==> src/rtl/usb_rx_control.sv <==
// ---------------------------------------------------------------------------
// usb_rx_control
//
// Receive-side packet controller for the USB full-speed endpoint. Takes
// deserialized bytes and end-of-packet strobes from the RX bit decoder. It
// checks the SYNC, the PID and the packet length. Data payload bytes go to
// the RX FIFO with the two trailing CRC bytes removed. Packet type,
// completion and errors are reported to the AHB-lite slave.
//
// Optional feature macro: RX_CRC_CHECK_EN
//   defined   -> CRC-16 (reflected, poly 0xA001, init 0xFFFF) is run over
//                every data-packet byte after the PID. A residual other than
//                0xB001 at eop rejects the packet.
//   undefined -> no CRC logic. CRC bytes are stripped without a check.
//
// Ports
//   clk                  system clock
//   rst                  synchronous, active-high reset
//   rx_byte[7:0]         byte from deserializer (LSB = first bit on wire)
//   byte_valid           one-cycle strobe, rx_byte valid
//   eop                  one-cycle strobe, end of packet
//   rx_bit_error         one-cycle strobe, decoder bit-stuff/line error
//   buffer_full          RX FIFO cannot accept a byte
//   rx_packet[2:0]       0 none,1 IN,2 OUT,3 DATA0,4 DATA1,5 ACK,6 NAK,7 STALL
//   rx_data_ready        one-cycle pulse, valid packet complete
//   rx_transfer_active   packet reception in progress
//   rx_error             packet rejected, sticky until next SYNC
//   store_rx_packet_data one-cycle push strobe to RX FIFO
//   rx_packet_data[7:0]  payload byte accompanying the push strobe
//   rx_state_dbg[2:0]    current FSM state encoding (debug observation)
//
// Handshake: the FIFO interface is push-only. A byte is pushed only when
// buffer_full is low at the moment the push falls due. A push that is due
// while buffer_full is high is dropped, and the packet is rejected.
// ---------------------------------------------------------------------------
module usb_rx_control #(
    parameter int MAX_PAYLOAD = 64
) (
    input  logic       clk,
    input  logic       rst,
    input  logic [7:0] rx_byte,
    input  logic       byte_valid,
    input  logic       eop,
    input  logic       rx_bit_error,
    input  logic       buffer_full,
    output logic [2:0] rx_packet,
    output logic       rx_data_ready,
    output logic       rx_transfer_active,
    output logic       rx_error,
    output logic       store_rx_packet_data,
    output logic [7:0] rx_packet_data,
    output logic [2:0] rx_state_dbg
);

    localparam int CW = $clog2(MAX_PAYLOAD + 1);

    typedef enum logic [2:0] {
        ST_IDLE,
        ST_PID,
        ST_TOK1,
        ST_TOK2,
        ST_TOK_EOP,
        ST_HS_EOP,
        ST_DATA,
        ST_ERR_WAIT
    } state_t;

    state_t state, state_n;

    logic [2:0]    pid_type;     // decoded type of the packet in progress
    logic [7:0]    hold0;        // oldest held data byte
    logic [7:0]    hold1;        // newest held data byte
    logic [1:0]    hold_cnt;
    logic [CW-1:0] push_cnt;

    // Decode of the byte currently on rx_byte, used only in ST_PID
    logic [2:0] pid_dec;
    state_t     pid_next;
    logic       pid_ok;

    // Per-cycle events computed by the next-state logic
    logic sync_acc;
    logic done;
    logic err;
    logic take;   // data byte enters the holding pipeline without a push
    logic push;   // oldest held byte leaves for the FIFO
    logic pid_load;
    logic active_n;
    logic crc_ok;

`ifdef RX_CRC_CHECK_EN
    logic [15:0] crc;

    function automatic logic [15:0] crc16_byte(input logic [15:0] c,
                                               input logic [7:0]  d);
        logic [15:0] r;
        r = c ^ {8'h00, d};
        for (int i = 0; i < 8; i++) begin
            r = r[0] ? ((r >> 1) ^ 16'hA001) : (r >> 1);
        end
        return r;
    endfunction

    assign crc_ok = (crc == 16'hB001);
`else
    assign crc_ok = 1'b1;
`endif

    assign rx_state_dbg = state;

    // PID: low nibble carries the type, high nibble must be its complement
    assign pid_ok = (rx_byte[3:0] == ~rx_byte[7:4]);

    always_comb begin
        pid_dec  = 3'd0;
        pid_next = ST_ERR_WAIT;
        case (rx_byte[3:0])
            4'b1001: begin pid_dec = 3'd1; pid_next = ST_TOK1;   end
            4'b0001: begin pid_dec = 3'd2; pid_next = ST_TOK1;   end
            4'b0011: begin pid_dec = 3'd3; pid_next = ST_DATA;   end
            4'b1011: begin pid_dec = 3'd4; pid_next = ST_DATA;   end
            4'b0010: begin pid_dec = 3'd5; pid_next = ST_HS_EOP; end
            4'b1010: begin pid_dec = 3'd6; pid_next = ST_HS_EOP; end
            4'b1110: begin pid_dec = 3'd7; pid_next = ST_HS_EOP; end
            default: begin pid_dec = 3'd0; pid_next = ST_ERR_WAIT; end
        endcase
    end

    always_comb begin
        state_n  = state;
        sync_acc = 1'b0;
        done     = 1'b0;
        err      = 1'b0;
        take     = 1'b0;
        push     = 1'b0;
        pid_load = 1'b0;

        case (state)
            ST_IDLE: begin
                if (byte_valid && rx_byte == 8'h80) begin
                    sync_acc = 1'b1;
                    state_n  = ST_PID;
                end
            end

            // Errors are already reported; only wait for the line to finish
            ST_ERR_WAIT: begin
                if (eop) state_n = ST_IDLE;
            end

            default: begin
                if (rx_bit_error || (byte_valid && eop)) begin
                    err = 1'b1;
                end else begin
                    case (state)
                        ST_PID: begin
                            if (eop) begin
                                err = 1'b1;
                            end else if (byte_valid) begin
                                if (!pid_ok || pid_next == ST_ERR_WAIT) begin
                                    err = 1'b1;
                                end else begin
                                    pid_load = 1'b1;
                                    state_n  = pid_next;
                                end
                            end
                        end
                        ST_TOK1: begin
                            if (eop)             err = 1'b1;
                            else if (byte_valid) state_n = ST_TOK2;
                        end
                        ST_TOK2: begin
                            if (eop)             err = 1'b1;
                            else if (byte_valid) state_n = ST_TOK_EOP;
                        end
                        ST_TOK_EOP, ST_HS_EOP: begin
                            if (eop)             done = 1'b1;
                            else if (byte_valid) err  = 1'b1;
                        end
                        ST_DATA: begin
                            if (eop) begin
                                // The two held bytes are the CRC
                                if (hold_cnt == 2'd2 && crc_ok) done = 1'b1;
                                else                            err  = 1'b1;
                            end else if (byte_valid) begin
                                if (hold_cnt != 2'd2) begin
                                    take = 1'b1;
                                end else if (push_cnt == CW'(MAX_PAYLOAD) ||
                                             buffer_full) begin
                                    err = 1'b1;
                                end else begin
                                    push = 1'b1;
                                end
                            end
                        end
                        default: err = 1'b1;
                    endcase
                end

                // When eop is the triggering event the line is already idle
                if (err)       state_n = eop ? ST_IDLE : ST_ERR_WAIT;
                else if (done) state_n = ST_IDLE;
            end
        endcase

        // Active through the cycle that reports the outcome, low in ERR_WAIT
        active_n = done || err ||
                   (state_n != ST_IDLE && state_n != ST_ERR_WAIT);
    end

    always_ff @(posedge clk) begin
        if (rst) begin
            state                <= ST_IDLE;
            pid_type             <= 3'd0;
            hold0                <= 8'h00;
            hold1                <= 8'h00;
            hold_cnt             <= 2'd0;
            push_cnt             <= '0;
            rx_packet            <= 3'd0;
            rx_data_ready        <= 1'b0;
            rx_transfer_active   <= 1'b0;
            rx_error             <= 1'b0;
            store_rx_packet_data <= 1'b0;
            rx_packet_data       <= 8'h00;
`ifdef RX_CRC_CHECK_EN
            crc                  <= 16'hFFFF;
`endif
        end else begin
            state                <= state_n;
            rx_data_ready        <= done;
            rx_transfer_active   <= active_n;
            store_rx_packet_data <= push;

            if (sync_acc) begin
                rx_error  <= 1'b0;
                rx_packet <= 3'd0;
                hold_cnt  <= 2'd0;
                push_cnt  <= '0;
`ifdef RX_CRC_CHECK_EN
                crc       <= 16'hFFFF;
`endif
            end

            if (pid_load) pid_type <= pid_dec;

            if (take) begin
                if (hold_cnt == 2'd0) hold0 <= rx_byte;
                else                  hold1 <= rx_byte;
                hold_cnt <= hold_cnt + 2'd1;
            end

            if (push) begin
                rx_packet_data <= hold0;
                hold0          <= hold1;
                hold1          <= rx_byte;
                push_cnt       <= push_cnt + CW'(1);
            end

`ifdef RX_CRC_CHECK_EN
            if (take || push) crc <= crc16_byte(crc, rx_byte);
`endif

            if (err) begin
                rx_error  <= 1'b1;
                rx_packet <= 3'd0;
            end else if (done) begin
                rx_packet <= pid_type;
            end
        end
    end

endmodule

==> config.mk <==
export PLATFORM = sky130hd
export DESIGN_NAME = usb_rx_control
export DESIGN_NICKNAME = d
export VERILOG_FILES = /design/src/rtl/usb_rx_control.sv
export SDC_FILE = /design/constraint.sdc
export NUM_CORES = 1
export LEC_CHECK = 0
export CAP_MARGIN = 20
export CORE_MARGIN = 2
export CORE_UTILIZATION = 40
export DETAILED_ROUTE_END_ITERATION = 6
export MAX_ROUTING_LAYER = met4
export SYNTH_ARGS = -nofsm -noshare
export SYNTH_HDL_FRONTEND = slang
export SYNTH_SLANG_ARGS = --single-unit
==> constraint.sdc <==
create_clock -name clk -period 2.5 [get_ports clk]
set_clock_uncertainty 0.05 [all_clocks]
set_input_delay 0.375 -clock clk [delete_from_list [all_inputs] [get_ports clk]]
set_output_delay 0.375 -clock clk [all_outputs]
set_load 0.02 [all_outputs]
## After elaboration in Yosys (flattened, before gate mapping)

Cells that the tools add are included.

| operators by class | value |
|---|---|
| bitwise logic cells | 1 |
| equality and inequality tests | 22 |
| reduce and logical (&&, ||, !) cells | 27 |
| $add $sub $neg | 2 |
| mux-type cells | 73 |

Operators by type and width:

| kind | count |
|---|---|
| two-way mux 8 bit | 6 |
| two-way mux 3 bit | 15 |
| two-way mux 1 bit | 42 |
| one-hot mux 3 bit (7 select lines) | 1 |
| one-hot mux 3 bit (3 select lines) | 2 |
| equality test 4 bit, second input constant | 4 |
| equality test 3 bit, second input constant | 5 |
| two-way mux 7 bit | 2 |
| nonzero test 2 bit | 6 |
| OR reduction 2 bit | 6 |
| equality test 4 x 2 -> 1 bit, second input constant | 2 |
| equality test 8 bit, second input constant | 1 |
| adder 7 x 1 -> 7 bit, second input constant | 1 |
| equality test 7 bit, second input constant | 1 |
| equality test 3 x 2 -> 1 bit, second input constant | 2 |
| one-hot mux 3 bit (2 select lines) | 1 |
| logical OR 1 bit | 5 |
| equality test 4 x 1 -> 1 bit, second input constant | 1 |
| equality test 4 bit | 1 |
| two-way mux 2 bit | 2 |
| inequality test 2 bit, second input constant | 2 |
| inverter 4 bit | 1 |
| one-hot mux 1 bit (4 select lines) | 1 |
| AND reduction 2 bit | 2 |
| 11 further kinds | 13 |

| word-level totals | value |
|---|---|
| word-level logic and storage cells | 137 |
| bits of input ports | 14 |
| output and inout bits | 18 |
| register bits | 46 |

## Depth between registers and ports, before layout

Gate-level depths: netlist (run 1).

| logic depth | value |
|---|---|
| word-level depth | 16 |
| gate-level depth with buffers | 10 |
| depth with buffers taken out | 8 |

## Worst setup path before layout (run 1)

OpenSTA, ideal clock, no wires.

| path | value |
|---|---|
| kind | reg-to-reg |
| start point | register state[2] (netlist: rx_state_dbg[2]) |
| end point | register push_cnt[4] |
| path slack | 0.252 ns |
| arrival time | 2.127 ns |
| data required time | 2.380 ns |
| path buffers | 1 |
| library setup time | 0.070 ns |
| stages on the path, launching flop included | 7 |
| clock period less this slack | 2.248 ns |
| cell sequence | dfxtp_1 > nand2_1 > or4b_4 > or3b_1 > buf_6 > or3_1 > a21oi_1 |

| between the ends | value |
|---|---|
| longest elaborated chain between the ends | 5 |
| elaborated cells between the ends (all ways) | 10 |
| classes of those cells | eq/ne: 2; mux: 5; reduce/logical: 3 |

RTL lines:

| element | line | text |
|---|---|---|
| start, declared | 68 | `state_t state, state_n;` |
| start signal, assigned | 229 | `state <= state_n;` |
| equality test 3 bit | 155 | `case (state)` |
| two-way mux 1 bit | 155 |  |
| two-way mux 1 bit | 152 | `if (rx_bit_error \|\| (byte_valid && eop)) begin` |
| two-way mux 1 bit | 138 | `case (state)` |
| two-way mux 7 bit or nonzero test 2 bit (tied branches) | - |  |
| end signal, assigned | 256 | `push_cnt <= push_cnt + CW'(1);` |
| end, declared | 74 | `logic [CW-1:0] push_cnt;` |

Parallel ways exist; a longest one is shown, timed or not.
A chain may end at the register's enable or synchronous reset.

## Final worst setup path (run 1)

| path | value |
|---|---|
| start point | register hold_cnt[0] |
| end point | register state[0] (netlist: rx_state_dbg[0]) |

| between the ends | value |
|---|---|
| longest elaborated chain between the ends | 9 |
| elaborated cells between the ends (all ways) | 17 |
| classes of those cells | eq/ne: 2; mux: 15 |

RTL lines:

| element | line | text |
|---|---|---|
| start, declared | 73 | `logic [1:0] hold_cnt;` |
| start signal, assigned | 249 | `hold_cnt <= hold_cnt + 2'd1;` |
| inequality test 2 bit or equality test 2 bit (tied branches) | 186, 183 |  |
| two-way mux 1 bit (on tied branches) | 186, 183 |  |
| two-way mux 1 bit (on tied branches) | 185, 181 |  |
| two-way mux 1 bit or one-hot mux 1 bit (2 select lines) (tied branches) | 181, 155 |  |
| one-hot mux 1 bit (4 select lines) or two-way mux 1 bit (tied branches) | 155, 152 |  |
| two-way mux 1 bit (on tied branches) | 152, 138 |  |
| two-way mux 1 bit or two-way mux 3 bit (tied branches) | 138, 202 |  |
| two-way mux 3 bit (*) | 201 | `if (err) state_n = eop ? ST_IDLE : ST_ERR_WAIT;` |
| one-hot mux 3 bit (2 select lines) (*) | 138 |  |

Mark *: on every way between the ends. The rest lies on a longest branch, timed or not. The select of a mux whose other input is x is not followed.

==> results_dict.tcl, run 1 <==
set metrics [dict create \
    status "complete, no violations" \
    holdWs_ns 0.405 \
    overflow 0 \
    setup-violations-final 0 \
    avgSynthCellArea_sq_um 8.08 \
    synth_top_family_by_area "simple AND/OR/NAND/NOR gates" \
    hold_path_class "flop to flop" \
    synth_seq_cells 46 \
    grt_max_degree 45 \
    yosysTopAreaCellShare 0.390 \
    synth_area_leaders "dfxtp_1 39%, nand2_1 7.0%, nor2_1 6.5%" \
    vias 2220 \
    cts_hold_buf 0 \
    slew_violations 0 \
    cts.reportedPaths.clkPinSlew_ns 0.09 \
    ir_worst_vdd_mv 0.289 \
    syn-cell-area_sq_um 2360 \
    crit_fanout 5 \
    synth_common_cells "46 x dfxtp_1, 44 x nand2_1, 41 x nor2_1, 23 x a21oi_1, 11 x o21ai_0" \
    wl_per_cell_microns 13.5 \
    reg2reg_from "hold_cnt[0]$_SDFFE_PP0P_" \
    pre_cts_ws_ns -0.245 \
    synth_cells 292 \
    avgViaCountPerCell 5.27 \
    post-synth-top-area-cell "dfxtp_1" \
    arrival_ns 2.55 \
    cp-startpoint "hold_cnt[0]$_SDFFE_PP0P_" \
    drt_iter0_markers 148 \
    antenna_left 0 \
    grt_pass1_vias 1974 \
    p_per_area_nw_per_um2 424 \
    nets 366 \
    dpl_cell_area_sq_um 2970 \
    initial_core_util 0.421 \
    leakage_nw 1.12 \
    worstSetupPathType "flop to flop" \
    synth_compound_area_frac 0.192 \
    dp.cells 413 \
    antenna_found_initial 0 \
    totalWireLength_mm 5.69 \
    syn_nets 310 \
    drc 0 \
    dieArea_sq_um 6530 \
    dp_hpwl_mm 4.11 \
    ys_types 52 \
    ys.flop_type "dfxtp_1" \
    cts_buffers 5 \
    hold_viol 0 \
    rsz0062_at_grt "false" \
    worstRegToRegCells 8 \
    grt_use_total 0.197 \
    synth-adder-area-share 0.0212 \
    ctsHtreeMaxLevel 2 \
    clk_path_buf_depth 2 \
    syn_to_final_growth_pct 29.9 \
    rows 27 \
    period_share 0.945 \
    max-cap-violations 0 \
    synthXorXnorAreaFrac 0.0111 \
    io_pins 32 \
    portBuffers 31 \
    reg2reg_to "rx_state_dbg[0]$_SDFF_PP0_" \
    fmaxAchievable_ghz 0.423 \
    cts_tree "yes" \
    worst_slack_ns 0.139 \
    yosysWarnings 0 \
    synth_most_common_cell "dfxtp_1" \
    crit_required_ns 2.69 \
    end_kind "flop" \
    final_cells 421 \
    coreArea_sq_um 5610 \
    synth-simple-area-share 0.296 \
    grt_pass1_wl_mm 9.72 \
    tightest_slew_ns 0.683 \
    crit_path_end "rx_state_dbg[0]$_SDFF_PP0_" \
    synthArstFlopShare 0 \
    synth_edf_count 0 \
    globalplace.congestion 0.825 \
    cts.sinks 46 \
    postLayoutCellArea_sq_um 3070 \
    synthMuxAreaShare 0.0382 \
    min_period_ns 2.36 \
    die_w_microns 80.8 \
    reg2reg_slack_ns 0.14 \
    root_buffer "clkbuf_8" \
    cp-start-kind "flop" \
    drive_gt1_frac 0.160 \
    seq_area_frac_synth 0.390 \
    antenna_cells 0 \
    clk_latency_ns 0.30 \
    first_pass_iters 4 \
    die_height_microns 80.8 \
    setup_tns_ns 0 \
    relSlewSlack 0.545 \
]
## logic make-up after synthesis
kind of cell,after synthesis
and+or+nand+nor,135
buffers and inverters,26
DFF,46
adders and majority gates,4
AOI/OAI and AO/OA,69
xor gates and xnor gates,3
muxes,9
## registers in the layout, indices dropped and copies added (netlist names)
| name | cells |
|---|---|
| rx_transfer_active | 1 |
| hold1 | 8 |
| store_rx_packet_data | 1 |
| rx_packet | 3 |
| pid_type | 3 |
| rx_packet_data | 8 |
| rx_state_dbg | 3 |
| rx_error | 1 |
| hold_cnt | 2 |
| push_cnt | 7 |
| rx_data_ready | 1 |
| hold0 | 8 |
## through the flow
| stage | power, W | util |
|---|---|---|
| 2_1_floorplan | 0.000797 | - |
| 3_3_place_gp | 0.000855 | 0.529 |
| 3_5_place_dp | 0.000856 | 0.529 |
| 4_1_cts | 0.00132 | 0.546 |
| 5_1_grt | 0.00136 | 0.547 |
| 6_report | 0.00130 | 0.547 |
## layout by cell type, fill, tap and decap left out, types with 4 or more instances in the layout
cell type        netlist  layout
a22oi_1                4       4
o21ai_0               11      10
nand2_1               44      44
ha_1                   4       4
inv_1                  7       7
nor2_1                41      41
a21oi_1               23      22
nor3_1                 4       4
nor3b_1                5       5
nand3_1                4       4
nor2b_1                4       4
dfxtp_1               46      46
mux2i_1                9       9
a311oi_1              10      10
nand3b_1               6       6
clkdlybuf4s50_1        0      31
buf_4                  0      35
clkbuf_8               0       5
## per-layer routing
layer  routed length (microns)  up-vias  global-route usage
li1                          -     1144                   -
met1                      2880     1021               0.275
met2                      2480       50               0.282
met3                       237        5              0.0389
met4                        82        0              0.0712
met5                         0        -                   -
## area by class of cell
class / count / area, sq um
Clock buffer: 5 / 68.8
Clock inverter: 3 / 21.3
Fill cell: 577 / 2540
Inverter: 7 / 26.3
Multi-Input combinational cell: 220 / 1330
Sequential cell: 46 / 921
Tap cell: 72 / 90.1
Timing Repair Buffer: 68 / 613
## where the power goes
part | switching (W) | total, W | internal, W
sequential | 0.000000172 | 0.000732 | 0.000732
combinational | 0.0000526 | 0.000107 | 0.0000545
clock | 0.000265 | 0.000462 | 0.000197
total | 0.000318 | 0.00130 | 0.000983
## repair_timing
item | 4_1_cts | 5_1_grt
buffers inserted | 0 | 0
gates resized for setup | 0 | 3
endpoints found under the setup margin | 0 | 10
## how the worst min path moves through the flow
stage	startpoint	endpoint	cells past startpoint
after floorplan	push_cnt[6]$_SDFFE_PP0P_	push_cnt[6]$_SDFFE_PP0P_	1
after global placement	hold0[0]$_SDFFE_PP0P_	rx_packet_data[0]$_SDFFE_PP0P_	2
after detailed placement	rx_packet_data[5]$_SDFFE_PP0P_	rx_packet_data[5]$_SDFFE_PP0P_	2
after CTS	rx_packet_data[5]$_SDFFE_PP0P_	rx_packet_data[5]$_SDFFE_PP0P_	2
after global routing	hold0[4]$_SDFFE_PP0P_	rx_packet_data[4]$_SDFFE_PP0P_	2
final	rx_packet_data[1]$_SDFFE_PP0P_	rx_packet_data[1]$_SDFFE_PP0P_	2
## critical path, stage by stage (launching register included)
cell and delay (ns):
dfxtp_1 0.31, inv_1 0.12, ha_1 0.20, nand2b_1 0.08, or4b_4 0.50, o2111ai_1 0.36
a21oi_2 0.11, a2111o_1 0.45, a21oi_1 0.13
Note: power is estimated with default switching activity, not from simulation.
==> inputs of run 2 (changes only) <==
--- a/config.mk
+++ b/config.mk
@@ -6,10 +6,11 @@
 export NUM_CORES = 1
 export LEC_CHECK = 0
 export CAP_MARGIN = 20
-export CORE_MARGIN = 2
+export CORE_MARGIN = 3
 export CORE_UTILIZATION = 40
 export DETAILED_ROUTE_END_ITERATION = 6
 export MAX_ROUTING_LAYER = met4
+export SKIP_LAST_GASP = 1
 export SYNTH_ARGS = -nofsm -noshare
 export SYNTH_HDL_FRONTEND = slang
 export SYNTH_SLANG_ARGS = --single-unit
==> results_dict.tcl, run 2 (synthesis results as in run 1) <==
set metrics [dict create \
    fillCellCount 555 \
    hold_path_class "flop to flop" \
    cts_tree "yes" \
    die_height_microns 82.8 \
    cpMostUsedCell "nor2_1" \
    setup-violations-final 0 \
    setup_tns_ns 0 \
    final_cell_mix "46 x dfxtp_1, 44 x nand2_1, 41 x nor2_1, 32 x buf_4, 31 x clkdlybuf4s50_1" \
    crit_required_ns 2.67 \
    nets 362 \
    hold_viol 0 \
    coreArea_sq_um 5610 \
    final_common_cell "dfxtp_1" \
    cts.reportedPaths.clkPinSlew_ns 0.09 \
    drive_gt1_frac 0.151 \
    wl_per_cell_microns 13.8 \
    relSlewSlack 0.567 \
    end_kind "flop" \
    cts_buffers 5 \
    ir_worst_vdd_mv 0.286 \
    cpPeakStageDelay_ns 0.50 \
    worstSetupPathType "flop to flop" \
    grt_pass1_vias 2097 \
    tightest_slew_ns 0.650 \
    rows 27 \
    crit_fanout 5 \
    holdWs_ns 0.406 \
    slew_violations 0 \
    p_per_area_nw_per_um2 459 \
    vias 2254 \
    path_cells "inv_1 -> ha_1 -> nand2b_1 -> or4b_4 -> or3b_1 -> buf_4 -> nor2_1 -> nor2_1 -> a211oi_1" \
    min_period_ns 2.35 \
    worst_slack_ns 0.148 \
    max-cap-violations 0 \
    ctsHtreeMaxLevel 2 \
    cts.sinks 46 \
    syn_to_final_growth_pct 29.2 \
    cp_slowest_cell "or4b_4" \
    grt_use_total 0.172 \
    clk_path_buf_depth 2 \
    portBuffers 31 \
    drt_iter0_markers 116 \
    rsz0062_at_grt "false" \
    overflow 0 \
    grt_pass1_wl_mm 9.64 \
    cp-start-kind "flop" \
    io_pins 32 \
    globalplace.congestion 0.810 \
    first_pass_iters 4 \
    die_w_microns 82.8 \
    avgViaCountPerCell 5.41 \
    period_share 0.941 \
    leakage_nw 1.11 \
    antenna_found_initial 0 \
    totalWireLength_mm 5.77 \
    antenna_cells 0 \
    arrival_ns 2.52 \
    fmaxAchievable_ghz 0.425 \
    dp_hpwl_mm 4.11 \
    dieArea_sq_um 6860 \
    root_buffer "clkbuf_8" \
    pre_cts_ws_ns -0.194 \
    top_regs "hold0 (8), hold1 (8), rx_packet_data (8)" \
    drc 0 \
    antenna_left 0 \
    status "complete, no violations" \
    grt_max_degree 45 \
    initial_core_util 0.421 \
    clk_latency_ns 0.30 \
]
run 2: routing by layer:
layer | GRT usage | share of wire | routed length [microns]
met5 | - | 0 | 0
met4 | 0.0401 | 0.0047 | 27
met3 | 0.0526 | 0.050 | 286
met2 | 0.265 | 0.47 | 2690
met1 | 0.221 | 0.48 | 2770
run 2: report_power, final:
part,total (W),leakage [nW],switching (W),internal [W]
logic,0.000103,0.683,0.0000519,0.0000514
clock network,0.000564,0.0585,0.000264,0.000300
registers,0.000732,0.370,0.000000170,0.000732
run 2: final cells by class:
cell class / count / area [sq um] / share of cell area
Clock inverter: 3 / 43.8 / 0.0144
Multi-Input combinational cell: 220 / 1330 / 0.436
Inverter: 7 / 26.3 / 0.00862
Timing Repair Buffer: 64 / 571 / 0.187
Clock buffer: 5 / 68.8 / 0.0226
Sequential cell: 46 / 921 / 0.302
Tap cell: 72 / 90.1 / 0.0295
run 2: final timing paths:
path / from / endpoint / slack [ns] / cells after the start
setup / recovery: hold_cnt[0]$_SDFFE_PP0P_ / push_cnt[6]$_SDFFE_PP0P_ / 0.15 / 9
hold / removal: rx_packet_data[5]$_SDFFE_PP0P_ / rx_packet_data[5]$_SDFFE_PP0P_ / 0.41 / 2
setup reg to reg: hold_cnt[0]$_SDFFE_PP0P_ / push_cnt[6]$_SDFFE_PP0P_ / 0.15 / 9
hold reg to reg: rx_packet_data[5]$_SDFFE_PP0P_ / rx_packet_data[5]$_SDFFE_PP0P_ / 0.41 / 2
run 2: metrics by stage:
step / instances / util / area (sq um) / total power, W
after floorplan: 292 / - / 2360 / 0.000797
after global placement: 409 / 0.522 / 2930 / 0.000851
after detailed placement: 409 / 0.522 / 2930 / 0.000852
after CTS: 417 / 0.542 / 3040 / 0.00141
after global routing: 417 / 0.544 / 3050 / 0.00145
final: 417 / 0.544 / 3050 / 0.00140
run 2: what timing repair did:
item,in CTS,in global routing
buffers inserted,0,0
endpoints found under the setup margin,0,7
hold buffers,0,0
gates resized for setup,0,3
run 2: worst max-delay path, delay by kind of cell, from the launching register on:
kind / cells / cell delay, ns
adder cells (fa/ha/maj): 1 / 0.20
buffers and inverters: 2 / 0.32
flip-flops: 1 / 0.31
AND/OR/NAND/NOR: 5 / 1.23
AO/OA/AOI/OAI: 1 / 0.18
==> inputs of run 3 (changes only) <==
--- a/config.mk
+++ b/config.mk
@@ -11,6 +11,7 @@
 export DETAILED_ROUTE_END_ITERATION = 6
 export MAX_ROUTING_LAYER = met4
 export SKIP_LAST_GASP = 1
+export SLEW_MARGIN = 20
 export SYNTH_ARGS = -nofsm -noshare
 export SYNTH_HDL_FRONTEND = slang
 export SYNTH_SLANG_ARGS = --single-unit
==> results of run 3 <==
Same layout as run 2: the final DEF is identical, and so are final timing and power.
